===== config.mk =====
export PLATFORM = sky130hd
export DESIGN_NAME = control_cmd_serializer
export DESIGN_NICKNAME = d
export VERILOG_FILES = /design/src/rtl/control_cmd_serializer.sv
export SDC_FILE = /design/constraint.sdc
export NUM_CORES = 1
export LEC_CHECK = 0
export CELL_PAD_IN_SITES_DETAIL_PLACEMENT = 0
export CELL_PAD_IN_SITES_GLOBAL_PLACEMENT = 1
export CORE_MARGIN = 2
export CORE_UTILIZATION = 39
export DETAILED_ROUTE_END_ITERATION = 8
export HOLD_SLACK_MARGIN = 0.05
export PLACE_DENSITY = 0.9
export SYNTH_ARGS = -nofsm -noshare
export SYNTH_HDL_FRONTEND = slang
export SYNTH_SLANG_ARGS = --single-unit

===== constraint.sdc =====
create_clock -name clk -period 4.9 [get_ports clk]
set_clock_uncertainty 0.05 [all_clocks]
set_input_delay 0.98 -clock clk [delete_from_list [all_inputs] [get_ports clk]]
set_output_delay 0.98 -clock clk [all_outputs]
set_load 0.01 [all_outputs]

===== src/rtl/control_cmd_serializer.sv =====
// Frames one parallel control command into the control-unit byte stream with a valid/next handshake.
// Optional byte-ack timeout enabled by defining CMD_TX_TIMEOUT_EN.
`ifndef BLOCK_REG_ADDR_WIDTH
`define BLOCK_REG_ADDR_WIDTH 8
`endif
`ifndef BLOCK_INSTR_WIDTH
`define BLOCK_INSTR_WIDTH 32
`endif
`ifndef COMMAND_WRITE_BLOCK_INSTR
`define COMMAND_WRITE_BLOCK_INSTR 8'h01
`define COMMAND_WRITE_BLOCK_REG   8'h02
`define COMMAND_UPDATE_BLOCK_REG  8'h03
`define COMMAND_ALLOC_SRAM_DELAY  8'h04
`define COMMAND_SWAP_PIPELINES    8'h05
`define COMMAND_RESET_PIPELINE    8'h0D
`endif

module control_cmd_serializer #(
  parameter int n_blocks       = 32,
  parameter int data_width     = 16,
  parameter int GAP_CYCLES     = 1,
  parameter int TIMEOUT_CYCLES = 4096
) (
  input  logic                             clk,
  input  logic                             reset_n,
  input  logic                             cmd_valid,
  output logic                             cmd_ready,
  input  logic [7:0]                       cmd_opcode,
  input  logic [$clog2(n_blocks)-1:0]      cmd_block,
  input  logic [`BLOCK_REG_ADDR_WIDTH-1:0] cmd_reg,
  input  logic [data_width-1:0]            cmd_data,
  input  logic [`BLOCK_INSTR_WIDTH-1:0]    cmd_instr,
  output logic [7:0]                       out_byte,
  output logic                             out_valid,
  input  logic                             next,
  output logic                             cmd_done,
  output logic                             cmd_error,
  output logic                             cmd_timeout
);
  localparam int BW   = $clog2(n_blocks);
  localparam int RW   = `BLOCK_REG_ADDR_WIDTH;
  localparam int IW   = `BLOCK_INSTR_WIDTH;
  localparam int DB   = data_width / 8;
  localparam int IB   = IW / 8;
  localparam int MAXB = 2 + ((IB > DB + 1) ? IB : DB + 1);
  localparam int FW   = 8 * MAXB;
  localparam int CW   = $clog2(MAXB + 1);
  localparam int GW   = $clog2(GAP_CYCLES + 1);

  typedef enum logic [2:0] {IDLE, LOAD, SEND, GAP, DONE, ERR} state_t;

  state_t          state;
  logic [FW-1:0]   frame_q, frame_c;
  logic [CW-1:0]   left, nbytes_c;
  logic [GW-1:0]   gcnt;
  logic            op_ok;
  logic [7:0]      b8, r8;

  // Frame is left-aligned: the byte to send next always sits in the top 8 bits.
  always_comb begin
    frame_c  = '0;
    nbytes_c = '0;
    op_ok    = 1'b1;
    b8       = '0;
    r8       = '0;
    b8[BW-1:0] = cmd_block;
    r8[RW-1:0] = cmd_reg;
    frame_c[FW-1 -: 8] = cmd_opcode;
    case (cmd_opcode)
      `COMMAND_WRITE_BLOCK_INSTR: begin
        frame_c[FW-9 -: 8]   = b8;
        frame_c[FW-17 -: IW] = cmd_instr;
        nbytes_c = CW'(2 + IB);
      end
      `COMMAND_WRITE_BLOCK_REG, `COMMAND_UPDATE_BLOCK_REG: begin
        frame_c[FW-9 -: 8]           = b8;
        frame_c[FW-17 -: 8]          = r8;
        frame_c[FW-25 -: data_width] = cmd_data;
        nbytes_c = CW'(3 + DB);
      end
      `COMMAND_ALLOC_SRAM_DELAY: begin
        frame_c[FW-9 -: data_width] = cmd_data;
        nbytes_c = CW'(1 + DB);
      end
      `COMMAND_SWAP_PIPELINES, `COMMAND_RESET_PIPELINE: nbytes_c = CW'(1);
      default: op_ok = 1'b0;
    endcase
  end

`ifdef CMD_TX_TIMEOUT_EN
  localparam int TW = $clog2(TIMEOUT_CYCLES + 1);
  logic [TW-1:0] tcnt;
`else
  assign cmd_timeout = 1'b0;
`endif

  always_ff @(posedge clk or negedge reset_n) begin
    if (!reset_n) begin
      state     <= IDLE;
      cmd_ready <= 1'b1;
      out_byte  <= '0;
      out_valid <= 1'b0;
      cmd_done  <= 1'b0;
      cmd_error <= 1'b0;
      frame_q   <= '0;
      left      <= '0;
      gcnt      <= '0;
`ifdef CMD_TX_TIMEOUT_EN
      cmd_timeout <= 1'b0;
      tcnt        <= '0;
`endif
    end else begin
      cmd_done  <= 1'b0;
      cmd_error <= 1'b0;
`ifdef CMD_TX_TIMEOUT_EN
      cmd_timeout <= 1'b0;
`endif
      case (state)
        IDLE: if (cmd_valid) begin
          cmd_ready <= 1'b0;
          if (op_ok) begin
            frame_q <= frame_c;
            left    <= nbytes_c;
            state   <= LOAD;
          end else begin
            cmd_error <= 1'b1;
            state     <= ERR;
          end
        end
        LOAD: begin
          out_byte  <= frame_q[FW-1 -: 8];
          out_valid <= 1'b1;
          state     <= SEND;
`ifdef CMD_TX_TIMEOUT_EN
          tcnt <= TW'(TIMEOUT_CYCLES - 1);
`endif
        end
        SEND: if (next) begin
          out_valid <= 1'b0;
          if (left == CW'(1)) begin
            cmd_done <= 1'b1;
            state    <= DONE;
          end else begin
            out_byte <= frame_q[FW-9 -: 8];
            frame_q  <= frame_q << 8;
            left     <= left - CW'(1);
            gcnt     <= GW'(GAP_CYCLES - 1);
            state    <= GAP;
          end
        end
`ifdef CMD_TX_TIMEOUT_EN
        else if (tcnt == '0) begin
          out_valid   <= 1'b0;
          cmd_timeout <= 1'b1;
          cmd_ready   <= 1'b1;
          state       <= IDLE;
        end else begin
          tcnt <= tcnt - TW'(1);
        end
`endif
        GAP: if (gcnt == '0) begin
          out_valid <= 1'b1;
          state     <= SEND;
`ifdef CMD_TX_TIMEOUT_EN
          tcnt <= TW'(TIMEOUT_CYCLES - 1);
`endif
        end else begin
          gcnt <= gcnt - GW'(1);
        end
        DONE, ERR: begin
          cmd_ready <= 1'b1;
          state     <= IDLE;
        end
        default: begin
          cmd_ready <= 1'b1;
          out_valid <= 1'b0;
          state     <= IDLE;
        end
      endcase
    end
  end
endmodule


* Yosys cells after proc, flatten, opt, wreduce, memory -nomap -nowiden
Index checks and enable logic that the tools add are counted.
Widths: inputs -> output; s select.
** Word-level totals
- Register bits :: 67
- Bits in latches :: 0
- Memory bits (writable) :: 0
- Bits in read-only memories :: 0
- Logic and storage cells :: 84
- Memories kept :: 0
** Cells by class
- Add/subtract/negate cells :: 2
- $mul :: 0
- Div/mod/pow operators :: 0
- Magnitude comparators :: 0
- Eq/ne operators :: 17
- Shift-type cells :: 0
- Mux-type cells :: 39
- Bitwise operators :: 2
- Reduce and logical (&&, ||, !) cells :: 15
** Operators with widths (count)
- $mux 48 :: 4
- $pmux 48 s2 :: 1
- $pmux 16 s3 :: 1
- $pmux 16 s2 :: 1
- $mux 3 :: 9
- $mux 8 :: 3
- $pmux 3 s4 :: 2
- $eq 8x2->1 const B :: 2
- $eq 8x3->1 const B :: 2
- $pmux 8 s2 :: 1
- $mux 1 :: 13
- $reduce_and 3->1 :: 4
- $ne 2x2->1 const B :: 5
- $eq 8x1->1 const B :: 1
- $eq 8x4->1 const B :: 1
- $eq 3x1->1 const B :: 2
- $eq 3x2->1 const B :: 2
- $eq 3x3->1 const B :: 2
- $pmux 3 s2 :: 1
- $reduce_bool 2->1 :: 3
- $reduce_or 3->1 :: 2
- $reduce_or 6->1 :: 1
- $reduce_and 5->1 :: 1
- $pmux 1 s2 :: 2
- 7 further kinds :: 9

* Depth between registers and ports, before layout
Gate-level depths: netlist (run 1).
- Word-level depth :: 6
- Depth in mapped cells :: 9
- Mapped depth without buffers :: 7

* Worst setup path after synthesis (run 1)
Ideal clock, no wire load.
- Path kind :: input-to-reg
- Start :: input port cmd_opcode[6]
- End :: register left[0]
- Library setup time :: 124 ps
- Arrival :: 2230 ps
- Slack :: 2497 ps
- Stages on the path :: 6
- Cell sequence :: nor4_4 > o221a_2 > o211ai_2 > buf_2 > buf_6 > a211o_1
** Between the ends
- Cells in the longest elaborated chain, start to end :: 6
- Elaborated cells on any way between the ends :: 16
- Those cells by class :: 7 x eq/ne; 5 x mux; 4 x reduce/logical
** Ends and longest elaborated chain
- start, declared :: line 28 : input logic [7:0] cmd_opcode,
- $eq 8x3->1, or another cell as far along :: line 69 : case (cmd_opcode)
- $reduce_or 2->1 :: line 69
- $pmux 3 s4 :: line 69
- $mux 3 :: line 121 : if (op_ok) begin
- $mux 3 :: line 119 : IDLE: if (cmd_valid) begin
- $pmux 3 s2 :: line 118 : case (state)
- end signal, assigned :: line 123 : left <= nbytes_c;
- end signal, assigned :: line 146 : left <= left - CW'(1);
- end, declared :: line 54 : logic [CW-1:0] left, nbytes_c;
Several ways; a longest one is shown, not always the timed one. The select of a mux whose other input is x is not followed.
A chain may end at the register's enable or synchronous reset.

* Final worst setup path (run 1)
- Start :: input port cmd_opcode[1]
- End :: register frame_q[22]
** Between the ends
- Cells in the longest elaborated chain, start to end :: 6
- Elaborated cells on any way between the ends :: 15
- Those cells by class :: 7 x eq/ne; 5 x mux; 3 x reduce/logical
** Ends and longest elaborated chain
- $eq 8x2->1 :: line 69
- $reduce_or 2->1 :: line 69
- $pmux 16 s2 :: line 69
- $mux 48 :: line 121
- $mux 48 :: line 119
- $pmux 48 s2 :: line 118
- end signal, assigned :: line 122 : frame_q <= frame_c;
- end signal, assigned :: line 145 : frame_q <= frame_q << 8;
- end, declared :: line 53 : logic [FW-1:0] frame_q, frame_c;
Several ways; a longest one is shown, not always the timed one. The select of a mux whose other input is x is not followed.

==> flow_summary.ini, run 1 <==
[outcome]
status = complete, no violations

[setup_path]
crit_buf_inv = 1
rrSetupSlack_ps = 2640
critPathLaunchType = primary input
path_class = in2reg
cp_cell_sequence = clkdlybuf4s50_1 > nor2b_1 > and3_1 > and2_4 > a221oi_1 > o21ai_0
critical-path-top-delay-family = simple AND/OR/NAND/NOR gates
r2r_start = state[0]$_DFFE_PN0P_
crit_path_top_delay_cell = clkdlybuf4s50_1
critPathRequiredTime_ps = 5110
worst_setup_path_end_kind = flop
path_max_fanout = 16
rr_worst_depth = 7
max_stage_delay_ps = 720
r2r_end = frame_q[25]$_DFFE_PN0P_
cp.arrival_ps = 3360

[min_path]
worstHoldStart = frame_q[28]$_DFFE_PN0P_
hold_depth = 2
hold_class = reg2reg
min_to = frame_q[28]$_DFFE_PN0P_

[yosys]
yosysTopAreaCell = dfrtp_1
ys_seq_elements = 66
synth_seq_area_share_pct = 48.3
synth_cell_types = 41
netlist_instances = 383
ys_top_cells_by_area = dfrtp_1 (48%), o21ai_0 (9.4%), nand2_1 (8.4%), and3_1 (4.9%), a22oi_1 (4.2%)
synth_area_mm2 = 0.00342
syn-num-nets = 458
ys_warn_count = 0
avgSynthCellArea_um2 = 8.93
synth_top_area_share_pct = 47.5

[final_layout]
fin_cells = 564
multi_input_area_mm2 = 0.00158
drive_above_1_share_pct = 6.36
syn_to_final_growth_pct = 31.4
seqCellArea_mm2 = 0.00165
final_util_pct = 52.3
num-fill-cells = 798
final_nets = 526
n_antenna_cell = 0

[timing]
slew_headroom_pct = 40.3
fin_crit_sh_pct = 64.3
period_needed_ps = 3150
finalHoldViolations = 0
tightest_slew_ps = 893
rsz0062_at_grt = no
fin_setup_tns_ps = 0
setup_viol = 0
finalMaxSlewViolations = 0
fmax_ghz = 0.317

[routing]
num_vias = 3088
vias_per_cell = 5.48
ant_nets = 0
wl_met1_mm = 4.16
dr.pass1.iters = 5
wire_per_inst_um = 15.8
route.detailed.drc = 0
wl_mm = 8.93
wl_met3_um = 545
drtIter0Drc = 188
routed.top_layer = met4
wl_met2_mm = 4.05

[clock_tree]
cts.path.max_buffers = 2
post_cts_resized = 0
h-tree-depth = 3
path_clk_slew_ps = 70
post-cts-setup-buffer-count = 0
cts_tree = done
postCtsHoldBufs = 0
cts.sinks = 66
cts_made_buffers = 9
cts-root-buf = clkbuf_8
clk_latency_ps = 340

[global_route]
grt_overflow = 0
antenna_found_initial = 0
grt_start_max_net_pins = 104
grt_pass1_wl_mm = 14.9
grt_pass1_vias = 2993
grt_usage_pct = 19.5

[die]
dieArea_mm2 = 0.00954
die_w_um = 97.7
start_util_pct = 39.8
die_height_um = 97.7
io_pins = 86
core-area_mm2 = 0.00859
num_rows = 34

[placement]
io_buffer_count = 84
routabilityCongestion = 0.801
dp_cells = 548
hpwlAfterDp_mm = 6.26

[power_and_ir_drop]
irDropWorstVdd_uv = 176
p_per_area_mw_per_mm2 = 432
p_leak_uw = 0.00190

[flow_run]
drv_cap = 0
[state kept, by name, indices dropped and copies added (netlist names)]
signal	cells
out_byte	8
state	3
cmd_ready	1
out_valid	1
cmd_done	1
frame_q	48
cmd_error	1
left	3
[worst max-delay path by stage]
stage | slack [ps] | to | from | cells past startpoint
2_1_floorplan | 2500 | left[0]$_DFFE_PN0P_ | cmd_opcode[6] | 6
3_3_place_gp | 1490 | frame_q[33]$_DFFE_PN0P_ | cmd_opcode[2] | 6
3_5_place_dp | 1420 | frame_q[19]$_DFFE_PN0P_ | cmd_opcode[1] | 6
4_1_cts | 1750 | frame_q[19]$_DFFE_PN0P_ | cmd_opcode[1] | 6
5_1_grt | 1520 | frame_q[7]$_DFFE_PN0P_ | cmd_opcode[1] | 6
6_report | 1750 | frame_q[22]$_DFFE_PN0P_ | cmd_opcode[1] | 6
[metal layers]
layer	GRT usage (%)	up-vias
li1	-	1513
met1	27.8	1443
met2	29.5	115
met3	5.25	17
met4	5.34	0
met5	0	-
[power by group]
group / total, uW / switching (uW) / internal (uW)
Clock: 508 / 209 / 299
Sequential: 709 / 56.2 / 653
Combinational: 727 / 443 / 284
[layout by cell type (no fill, tap or decap), drive strengths merged, types with 2 or more instances in the layout]
cell type and count:
clkdlybuf4s50 83, nand2 77, o21ai 66, dfrtp 65, and3 27, a21oi 21
a22oi 19, a221oi 13, clkbuf 11, nor2 10, and2 9, a222oi 8
buf 7, inv 5, nor2b 3, nor3 3, nand2b 2, o21a 2
ha 2, clkinv 2, bufinv 2, nor4 2
[worst register-to-register path: cells and delay by family (launching register included)]
kind / cells / cell delay [ps]
AO/OA/AOI/OAI: 3 / 770
AND/OR/NAND/NOR: 2 / 380
flip-flops: 1 / 420
buffers and inverters: 2 / 550
[stage by stage]
stage | area [um2] | hold slack, ps | total power, uW | setup WS, ps
finish | 4500 | 424 | 1940 | 1750
global placement | 4280 | 406 | 1420 | 1490
CTS | 4500 | 431 | 1960 | 1750
floorplan | 3420 | 392 | 1160 | 2500
global route | 4500 | 453 | 2080 | 1520
detailed placement | 4280 | 415 | 1450 | 1420
[synthesized netlist by cell type (all sizes together)]
master   n
nand2   77
o21ai   66
dfrtp   65
and3    27
a21oi   21
a22oi   19
buf     17
clkbuf  16
a221oi  13
nor2    10
and2     9
a222oi   8
inv      5
nor2b    3
nor3     3
ha       2
nand2b   2
nor4     2
o21a     2
a211o    1
a311oi   1
a31oi    1
conb     1
dfstp    1
nor3b    1
o2111a   1
o211ai   1
o21ba    1
o21bai   1
o221a    1
o22a     1
o22ai    1
or3      1
or4      1
xor2     1
[area by class of cell]
type	instances	area share, %
inverter	5	0.417
tap	108	3.00
clock buffer	11	3.14
sequential	66	36.7
timing repair buffer	90	19.9
multi-input combinational	279	35.1
clock inverter	5	1.72
[kinds of logic (layout without fill, tap and decap cells)]
family	after synthesis	in the layout	synth area share, %
xor gates and xnor gates	1	1	0.256
buffers and inverters	38	111	5.81
DFF	66	66	48.3
AOI/OAI and AO/OA	139	139	25.7
other	1	1	0.110
and+or+nand+nor	136	136	19.1
adders and majority gates	2	2	0.731
Power figures use the tool's default switching activity.
==> inputs of run 2 (changes only) <==
--- a/config.mk
+++ b/config.mk
@@ -8,10 +8,10 @@
 export CELL_PAD_IN_SITES_DETAIL_PLACEMENT = 0
 export CELL_PAD_IN_SITES_GLOBAL_PLACEMENT = 1
 export CORE_MARGIN = 2
-export CORE_UTILIZATION = 39
+export CORE_UTILIZATION = 37
 export DETAILED_ROUTE_END_ITERATION = 8
 export HOLD_SLACK_MARGIN = 0.05
-export PLACE_DENSITY = 0.9
+export PLACE_DENSITY = 0.87
 export SYNTH_ARGS = -nofsm -noshare
 export SYNTH_HDL_FRONTEND = slang
 export SYNTH_SLANG_ARGS = --single-unit
==> constraint.sdc (replaced) <==
create_clock -name clk -period 3.3 [get_ports clk]
set_clock_uncertainty 0.05 [all_clocks]
set_input_delay 0.66 -clock clk [delete_from_list [all_inputs] [get_ports clk]]
set_output_delay 0.66 -clock clk [all_outputs]
set_load 0.01 [all_outputs]
==> flow_summary.ini, run 2 (synthesis results as in run 1) <==
[flow_run]
drv_cap = 0

[clock_tree]
post-cts-setup-buffer-count = 0
path_clk_slew_ps = 80
cts.path.max_buffers = 2
cts_tree = done
h-tree-depth = 3
cts.sinks = 66
cts_made_buffers = 9
post_cts_resized = 0
postCtsHoldBufs = 0
cts-root-buf = clkbuf_8
clk_latency_ps = 350

[setup_path]
critPathLaunchType = primary input
cp_cell_sequence = clkdlybuf4s50_1 > nor2b_1 > and3_1 > and2_4 > a222oi_1 > o21ai_0
r2r_start = state[1]$_DFFE_PN0P_
cp.arrival_ps = 2890
path_max_fanout = 16
critical_path.startpoint = cmd_opcode[0]
rr_worst_depth = 4
rrSetupSlack_ps = 980
critPathRequiredTime_ps = 3510
crit_buf_inv = 1
cp.depth = 6
r2r_end = frame_q[32]$_DFFE_PN0P_
crit_end = frame_q[18]$_DFFE_PN0P_
critical-path-top-delay-family = simple AND/OR/NAND/NOR gates
max_stage_delay_ps = 670
crit_path_top_delay_cell = nor2b_1
worst_setup_path_end_kind = flop
path_class = in2reg

[final_layout]
largest_registers = frame_q x48, out_byte x8
syn_to_final_growth_pct = 33.2
largest_reg_flops = 48
multi_input_area_mm2 = 0.00158
n_antenna_cell = 0
final_common_cell = clkdlybuf4s50_1
final_nets = 534
regMostFlops = frame_q
num-fill-cells = 876
final_cell_mix = clkdlybuf4s50_1 (83), nand2_1 (77), dfrtp_1 (65)
drive_above_1_share_pct = 8.19
seqCellArea_mm2 = 0.00165

[global_route]
grt_pass1_vias = 3100
grt_start_max_net_pins = 53
grt_usage_pct = 19.7
busiest_layer = met2
grt_pass1_wl_mm = 15.4
met3_usage_pct = 2.92
use_met2_pct = 30.3
antenna_found_initial = 0
grt_overflow = 0
globalRouteMet1Util_pct = 28.3

[placement]
hpwlAfterDp_mm = 6.67
io_buffer_count = 84
routabilityCongestion = 0.811

[routing]
ant_nets = 0
wire_per_inst_um = 16.1
num_vias = 3128
route.detailed.drc = 0
drtIter0Drc = 254
dr.pass1.iters = 6
wl_mm = 9.29
vias_per_cell = 5.44

[outcome]
status = complete, no violations

[timing]
fmax_ghz = 0.374
fin_crit_sh_pct = 81.0
finalHoldViolations = 0
slew_headroom_pct = 38.6
fin_setup_tns_ps = 0
finalMaxSlewViolations = 0
rsz0062_at_grt = no
setup_viol = 0
tightest_slew_ps = 919
period_needed_ps = 2670

[power_and_ir_drop]
p_leak_uw = 0.00193
p_per_area_mw_per_mm2 = 625
total_power_uw = 2850
irDropWorstVdd_uv = 231

[min_path]
hold_class = in2async

[die]
dieArea_mm2 = 0.0100
num_rows = 35
io_pins = 86
die_w_um = 100
die_height_um = 100
start_util_pct = 37.6
core-area_mm2 = 0.00911
[run 2: through the flow]
step                      utilization (%)  instances  area [um2]  hold WS (ps)  setup WS (ps)
after floorplan                         -        383        3420           314           1220
after global placement               47.8        559        4360           407            317
after detailed placement             47.8        559        4360           420            255
after CTS                            50.1        575        4560           324            600
after global routing                 50.1        575        4560           365            394
final                                50.1        575        4560           298            628
[run 2: cell type report]
class | instances | share of cell area (%)
Inverter | 5 | 0.412
Timing Repair Buffer | 98 | 21.2
Sequential cell | 66 | 36.3
Tap cell | 111 | 3.05
Multi-Input combinational cell | 279 | 34.6
Clock buffer | 10 | 3.02
Clock inverter | 6 | 1.45
[run 2: worst min path at each step]
stage                                 start                       to  slack [ps]  cells past startpoint
finish                              reset_n   frame_q[6]$_DFFE_PN0P_         300                      1
CTS                                 reset_n   frame_q[6]$_DFFE_PN0P_         320                      1
floorplan                           reset_n       cmd_done$_DFF_PN0_         310                      0
global route                        reset_n   frame_q[9]$_DFFE_PN0P_         370                      1
global placement    frame_q[35]$_DFFE_PN0P_  frame_q[35]$_DFFE_PN0P_         410                      2
detailed placement  frame_q[24]$_DFFE_PN0P_  frame_q[24]$_DFFE_PN0P_         420                      2
[run 2: power breakdown]
part	leakage, uW	switching (uW)	internal (uW)
logic	0.000946	640	433
registers	0.000891	112	968
clock network	0.0000945	328	369
total	0.00193	1080	1770
[run 2: worst register-to-register path: stages (launching register included)]
cell and delay [ps]:
dfrtp_1 690, nand2_1 600, and2_1 400, a222oi_1 330
o21ai_0 110
[run 2: metal layers]
metal / wire [um] / vias up
li1: - / 1536
met1: 4470 / 1466
met2: 4180 / 115
met3: 496 / 11
met4: 145 / 0
met5: 0 / -
==> inputs of run 3 (changes only) <==
--- a/config.mk
+++ b/config.mk
@@ -8,10 +8,10 @@
 export CELL_PAD_IN_SITES_DETAIL_PLACEMENT = 0
 export CELL_PAD_IN_SITES_GLOBAL_PLACEMENT = 1
 export CORE_MARGIN = 2
-export CORE_UTILIZATION = 37
+export CORE_UTILIZATION = 33
 export DETAILED_ROUTE_END_ITERATION = 8
 export HOLD_SLACK_MARGIN = 0.05
-export PLACE_DENSITY = 0.87
+export PLACE_DENSITY = 0.82
 export SYNTH_ARGS = -nofsm -noshare
 export SYNTH_HDL_FRONTEND = slang
 export SYNTH_SLANG_ARGS = --single-unit
==> constraint.sdc (replaced) <==
create_clock -name clk -period 2.3 [get_ports clk]
set_clock_uncertainty 0.05 [all_clocks]
set_input_delay 0.46 -clock clk [delete_from_list [all_inputs] [get_ports clk]]
set_output_delay 0.46 -clock clk [all_outputs]
set_load 0.01 [all_outputs]
==> flow_summary.ini, run 3 (synthesis results as in run 1) <==
[outcome]
status = complete, no violations

[clock_tree]
cts.path.max_buffers = 2
cts_tree = done
h-tree-depth = 3
cts-root-buf = clkbuf_8
clk_latency_ps = 340
path_clk_slew_ps = 80
cts.sinks = 66
cts_made_buffers = 9
post-cts-setup-buffer-count = 0

[routing]
wl_mm = 9.48
dr.pass1.iters = 6
wl_met2_mm = 4.20
routed.top_layer = met4
wl_met3_um = 757
num_vias = 3155
wl_met1_mm = 4.44
vias_per_cell = 5.11
drtIter0Drc = 184
ant_nets = 0
route.detailed.drc = 0
wire_per_inst_um = 15.4

[die]
num_rows = 37
io_pins = 86
start_util_pct = 33.6
core-area_mm2 = 0.0102
dieArea_mm2 = 0.0112
die_height_um = 106
die_w_um = 106

[global_route]
grt_pass1_vias = 3204
grt_start_max_net_pins = 67
antenna_found_initial = 0
grt_usage_pct = 18.1
grt_pass1_wl_mm = 16.0
grt_overflow = 0

[power_and_ir_drop]
p_int_uw = 2740
p_comb_share_pct = 39.0
p_leak_uw = 0.00204
p_sw_uw = 1540
irDropWorstVdd_uv = 426
switching_share_pct = 36.0
p_per_area_mw_per_mm2 = 899
p_clk_share_pct = 25.4
total_power_uw = 4280
seqPwrFrac_pct = 35.6

[setup_path]
cp.arrival_ps = 2330
cp_cell_sequence = clkdlybuf4s50_1 > nor4_4 > buf_4 > and3_1 > and2_4 > a221oi_1 > o21ai_0
path_max_fanout = 16
worst_setup_path_end_kind = flop
rrSetupSlack_ps = 350
path_class = in2reg
crit_path_top_delay_cell = clkdlybuf4s50_1
critPathLaunchType = primary input
critPathRequiredTime_ps = 2510
max_stage_delay_ps = 460

[placement]
hpwlAfterDp_mm = 6.90
pre_cts_ws_ps = -143
io_buffer_count = 84
routabilityCongestion = 0.805

[timing]
period_needed_ps = 2120
slew_headroom_pct = 65.6
rsz0062_at_grt = no
fin_crit_sh_pct = 92.1
fin_setup_tns_ps = 0
finalMaxSlewViolations = 0
worst_slack_ps = 181
tightest_slew_ps = 516
fmax_ghz = 0.472
setup_viol = 0
finalHoldViolations = 0
hold_slack_ps = 60.8

[final_layout]
final_common_cell = clkdlybuf4s50_1
multi_input_area_mm2 = 0.00158
n_antenna_cell = 0
num-fill-cells = 1026
drive_above_1_share_pct = 11.4
syn_to_final_growth_pct = 39.2
final_cell_mix = clkdlybuf4s50_1 (83), nand2_1 (77), dfrtp_1 (65)
largest_registers = frame_q x48, out_byte x8
regMostFlops = frame_q
seqCellArea_mm2 = 0.00165
final_util_pct = 46.8
final_nets = 551
largest_reg_flops = 48

[flow_run]
drv_cap = 0

[min_path]
hold_class = in2async
-- run 3: cell count changes in the layout (fill, tap and decap cells not counted), sizes merged --
cell,previous run,this run
clkinvlp,3,1
buf,15,32
bufinv,1,2
clkbuf,10,11
-- run 3: power by group through the flow --
stage               Sequential (uW)  Combinational, uW  Clock (uW)
finish                         1520               1670        1090
global route                   1560               1870        1160
CTS                            1530               1670        1120
detailed placement             1550               1660           0
global placement               1540               1640           0
floorplan                      1560                917           0
-- run 3: through the flow --
| step | area (um2) | cells |
|---|---|---|
| global route | 4760 | 617 |
| CTS | 4760 | 617 |
| detailed placement | 4540 | 601 |
| global placement | 4540 | 601 |
| floorplan | 3420 | 383 |
| finish | 4760 | 617 |
-- run 3: timing repair --
item | 4_1_cts | 5_1_grt
gates resized for setup | 0 | 1
endpoints found under the setup margin | 0 | 8
hold buffers | 0 | 0
-- run 3: area by class of cell --
class	instances	share of cell area, %
sequential	66	34.7
clock inverter	5	1.63
multi-input combinational	279	33.2
tap	136	3.57
clock buffer	11	2.97
timing repair buffer	115	23.5
inverter	5	0.394
-- run 3: critical path, delay by kind of cell --
kind | cells | cell delay [ps]
simple gates | 3 | 940
buf+inv | 2 | 650
compound gates | 2 | 270
-- run 3: final timing paths --
| path | cells after the start | start | end |
|---|---|---|---|
| min in group clk | 2 | frame_q[36]$_DFFE_PN0P_ | frame_q[36]$_DFFE_PN0P_ |
| max reg2reg | 8 | left[1]$_DFFE_PN0P_ | frame_q[6]$_DFFE_PN0P_ |
| min reg2reg | 2 | frame_q[36]$_DFFE_PN0P_ | frame_q[36]$_DFFE_PN0P_ |
| max in group asynchronous | 2 | reset_n | cmd_ready$_DFFE_PN1P_ |
| max | 7 | cmd_opcode[6] | frame_q[22]$_DFFE_PN0P_ |
| min | 2 | reset_n | frame_q[6]$_DFFE_PN0P_ |
-- run 3: per-layer routing --
layer / vias to the layer above / GRT usage [%]
met3: 6 / 4.70
met1: 1434 / 25.5
met2: 147 / 27.6
met5: - / 0
met4: 0 / 4.61
li1: 1568 / -
